$ cat config.mk
export PLATFORM = sky130hd
export DESIGN_NAME = mux_scan_sequencer
export DESIGN_NICKNAME = d
export VERILOG_FILES = /design/src/rtl/mux_scan_sequencer.sv
export SDC_FILE = /design/constraint.sdc
export NUM_CORES = 1
export LEC_CHECK = 0
export BUFFER_PORTS_ARGS = -buffer_cell sky130_fd_sc_hd__buf_2
export CORE_MARGIN = 2
export CORE_UTILIZATION = 56
export DETAILED_ROUTE_END_ITERATION = 10
export PLACE_DENSITY = 0.86
export SLEW_MARGIN = 20
export SYNTH_ARGS = -nofsm -noshare
export SYNTH_HDL_FRONTEND = slang
export SYNTH_SLANG_ARGS = --single-unit
$ cat constraint.sdc
create_clock -name clk -period 2.2 [get_ports clk]
set_input_delay 0.22 -clock clk [delete_from_list [all_inputs] [get_ports clk]]
set_output_delay 0.22 -clock clk [all_outputs]
set_load 0.02 [all_outputs]
$ cat src/rtl/mux_scan_sequencer.sv
// rtl/mux_scan_sequencer.sv - masked channel scan of an 8:1 mux into a byte with valid/ready output
//
// Ports:
//   clk      rising-edge clock
//   rst_n    asynchronous active-low reset
//   start    scan request, only looked at while idle
//   mask     channel enable mask, captured when a scan is accepted
//   s        mux select, registered
//   mux_in   mux output for the currently selected channel
//   data     last completed scan result (masked-off channels read 0)
//   valid    data holds a result not yet accepted downstream
//   ready    downstream accepts data
//   busy     sequencer is not idle
module mux_scan_sequencer #(
    parameter int SETTLE_CYC = 2
) (
    input  logic       clk,
    input  logic       rst_n,
    input  logic       start,
    input  logic [7:0] mask,
    output logic [2:0] s,
    input  logic       mux_in,
    output logic [7:0] data,
    output logic       valid,
    input  logic       ready,
    output logic       busy
);

    localparam logic [3:0] SETTLE_LOAD = 4'(SETTLE_CYC);

    typedef enum logic [1:0] {
        ST_IDLE   = 2'd0,
        ST_SETTLE = 2'd1,
        ST_DONE   = 2'd2
    } state_t;

    state_t     state;
    state_t     state_nxt;
    logic [7:0] mask_q;
    logic [7:0] shadow;
    logic [7:0] shadow_final;
    logic [3:0] cnt;
    logic [2:0] first_idx;
    logic [2:0] next_idx;
    logic       has_next;
    logic       sample_now;

    // Lowest enabled channel of the incoming mask; scanning downward lets the
    // lowest set bit win.
    always_comb begin
        first_idx = 3'd0;
        for (int i = 7; i >= 0; i--) begin
            if (mask[i]) first_idx = 3'(i);
        end
    end

    // Lowest enabled channel strictly above the current select.
    always_comb begin
        next_idx = s;
        has_next = 1'b0;
        for (int i = 7; i >= 0; i--) begin
            if (mask_q[i] && (i > int'(s))) begin
                next_idx = 3'(i);
                has_next = 1'b1;
            end
        end
    end

    assign sample_now = (state == ST_SETTLE) && (cnt == 4'd0);

    // The final byte must include the sample taken on the same edge.
    always_comb begin
        shadow_final    = shadow;
        shadow_final[s] = mux_in;
    end

    // State register
    always_ff @(posedge clk or negedge rst_n) begin
        if (!rst_n) begin
            state <= ST_IDLE;
        end else begin
            state <= state_nxt;
        end
    end

    // Next-state logic
    always_comb begin
        state_nxt = state;
        case (state)
            ST_IDLE: begin
                if (start) begin
                    state_nxt = (mask != 8'd0) ? ST_SETTLE : ST_DONE;
                end
            end
            ST_SETTLE: begin
                if (sample_now && !has_next) state_nxt = ST_DONE;
            end
            ST_DONE: begin
                if (ready) state_nxt = ST_IDLE;
            end
            default: state_nxt = ST_IDLE;
        endcase
    end

    // Outputs decoded from the state register
    always_comb begin
        valid = (state == ST_DONE);
        busy  = (state != ST_IDLE);
    end

    // Datapath: select, settle counter, shadow byte and result register
    always_ff @(posedge clk or negedge rst_n) begin
        if (!rst_n) begin
            s      <= 3'd0;
            data   <= 8'd0;
            mask_q <= 8'd0;
            shadow <= 8'd0;
            cnt    <= 4'd0;
        end else begin
            case (state)
                ST_IDLE: begin
                    if (start) begin
                        if (mask != 8'd0) begin
                            mask_q <= mask;
                            shadow <= 8'd0;
                            s      <= first_idx;
                            cnt    <= SETTLE_LOAD;
                        end else begin
                            data <= 8'd0;
                        end
                    end
                end
                ST_SETTLE: begin
                    if (cnt != 4'd0) begin
                        cnt <= cnt - 4'd1;
                    end else begin
                        shadow[s] <= mux_in;
                        if (has_next) begin
                            s   <= next_idx;
                            cnt <= SETTLE_LOAD;
                        end else begin
                            data <= shadow_final;
                        end
                    end
                end
                default: ;
            endcase
        end
    end

endmodule
==> results.cfg <==
[critical_path]
r2r_start = s[1]$_DFFE_PN0P_
cp.required_ns = 2.44
cp_max_fo = 11
worstSetupEndpointType = register
crit_path_start_kind = register
startpoint = s[1]$_DFFE_PN0P_
path_class = reg2reg
cp.arrival_ns = 2.14

[job]
drv_cap = 0

[global_route]
grt_pass1_wl_um = 6240
grt_max_degree = 33
gr-total-overflow = 0
grt_antenna_before_repair = 0
gr-usage-all-layers_pct = 23.5
grt_pass1_vias = 1402

[routing]
first_pass_iters = 4
first_iter_violations = 70
routed-via-count = 1493
ant_nets = 0
via_per_inst = 5.68
routed_wl_um = 3780
post_drt_wl_per_cell_um = 14.4
route.detailed.drc = 0

[synth]
yosys.cell_types.count = 40
netlist_area_um2 = 1790
synthArstFlopShare_pct = 100
yosysTopAreaCell = dfrtp_1
syn_area_per_cell_um2 = 9.71
synth.top_cells.by_count = 32 x dfrtp_1, 26 x nand2_1, 17 x nor2_1, 14 x mux2_2, 12 x o21ai_0
synthCells = 184
netlist_top_cells_area = dfrtp_1 45%, mux2_2 8.8%, nand2_1 5.5%, mux2i_1 3.9%, nor2_1 3.6%
ys_ff_latch = 32
synth_edf_count = 0
synth.most_common_cell = dfrtp_1
synth.yosys.seq_area_share_pct = 44.8
synth.net_count = 199
yosys_warnings = 0
synth_ff_type = dfrtp_1
synth_top_area_share_pct = 44.8

[clock_tree]
root_buffer = clkbuf_4
cts_tree = done
htreeDepth = 2
clk_pin_slew_ns = 0.10
cts_sinks = 32
insertion_delay_ns = 0.34
cts_buffer_depth = 2
cts_buffers = 5

[sta]
tightest_slew_ns = 0.711
hold_viol_final = 0
fmax_ghz = 0.526
finClkSkew_ns = 0.0149
period_needed_ns = 1.90
slew_headroom_pct = 52.6
rsz0062_at_grt = false
setup_violations = 0
timing.setup.tns_ns = 0
finalCritPeriodShare_pct = 86.3
slew_viol_final = 0

[finish]
nets = 233
area_growth_pct = 16.7
diodes = 0
layout-drive-gt1-share_pct = 29.7
design_area_um2 = 2080
nFillCells = 259

[floorplanning]
core_um2 = 3050
start_util_pct = 58.5
die_x_um = 60.5
rows = 20
ioPinCount = 26
dieArea_um2 = 3660
die_h_um = 60.5

[power]
p_total_mw = 3.08
peakVddDrop_mv = 0.931
leakagePower_nw = 0.962
powerDensity_nw_per_um2 = 1480

[outcome]
status = finished clean

[place]
dpl_cell_area_um2 = 2000
numPortBuffers = 25
place_congestion = 0.849
hpwlAfterDp_um = 2690

[hold_path]
holdCritPathClass = in2reg
hp-start = mask[7]
-- sequential cells by signal, summed over array words and instances (netlist names) --
| register | cells |
|---|---|
| s | 3 |
| data | 8 |
| cnt | 4 |
| state | 2 |
| mask_q | 7 |
| shadow | 8 |
-- metrics by stage --
| step | std cells | util, % | worst slack (ns) | hold slack, ns |
|---|---|---|---|---|
| floorplan | 184 | - | 0.242 | -0.0756 |
| global placement | 254 | 65.5 | 0.283 | 0.303 |
| detailed placement | 254 | 65.5 | 0.245 | 0.309 |
| CTS | 263 | 68.3 | 0.312 | 0.160 |
| global route | 263 | 68.3 | 0.189 | 0.165 |
| finish | 263 | 68.3 | 0.300 | 0.166 |
-- path summary, 6_finish.rpt --
kind,to,slack (ns),cells after the start
max,s[1]$_DFFE_PN0P_,0.30,4
min,mask_q[7]$_DFFE_PN0P_,0.17,2
max reg2reg,s[1]$_DFFE_PN0P_,0.30,4
min reg2reg,shadow[1]$_DFFE_PN0P_,0.50,1
max in group asynchronous,mask_q[2]$_DFFE_PN0P_,1.28,2
min in group asynchronous,mask_q[1]$_DFFE_PN0P_,0.46,2
-- critical path: stages (launching register included) --
cell	delay, ns
dfrtp_1	0.53
or3b_2	0.49
a21oi_1	0.27
o31a_4	0.20
mux2_4	0.30
-- repair_timing --
action,4_1_cts,5_1_grt
resized for setup,0,0
setup endpoints to repair,0,0
hold endpoints to repair,32,0
hold buffers,1,0
buffers inserted,0,0
-- power by group --
| part | switching [mW] | internal [mW] |
|---|---|---|
| clock | 0.202 | 0.238 |
| combinational | 0.832 | 0.715 |
| sequential | 0.236 | 0.857 |
-- layout by cell type (no fill, tap or decap), types with 2 or more instances in the layout --
master and instances:
a21oi_1 7, a31oi_1 2, buf_2 25, buf_4 8
clkbuf_4 5, dfrtp_1 32, ha_1 2, inv_1 9
mux2_2 14, mux2_4 2, mux2i_1 7, nand2_1 26
nand2b_1 2, nand3_1 6, nand3b_1 4, nor2_1 17
nor2b_1 2, nor3_1 5, nor3b_1 4, o21ai_0 12
o21bai_1 3, or3b_2 2
-- cells by family (layout without fill, tap and decap cells) --
| logic type | Yosys count | in the layout | share of synthesized area (%) |
|---|---|---|---|
| AND/OR/NAND/NOR | 74 | 74 | 20.6 |
| AO/OA/AOI/OAI | 37 | 37 | 15.3 |
| flip-flops | 32 | 32 | 44.8 |
| multiplexers | 23 | 23 | 14.4 |
| buffers and inverters | 16 | 51 | 3.50 |
| adder cells (fa/ha/maj) | 2 | 2 | 1.40 |
-- area by class of cell --
class / count / area (um2) / area share (%)
multi-input cells: 136 / 923 / 44.3
flip-flops and latches: 32 / 801 / 38.4
repair buffers: 34 / 195 / 9.36
well taps: 44 / 55.1 / 2.64
clock buffers: 6 / 41.3 / 1.98
clock inverters: 2 / 35.0 / 1.68
inverters: 9 / 33.8 / 1.62
-- metal layers --
layer / global-route usage (%) / wire length [um]
met1: 30.4 / 1720
met3: 7.25 / 150
met5: 0 / 0
met4: 7.14 / 38
met2: 38.4 / 1860
Power figures use the tool's default switching activity.
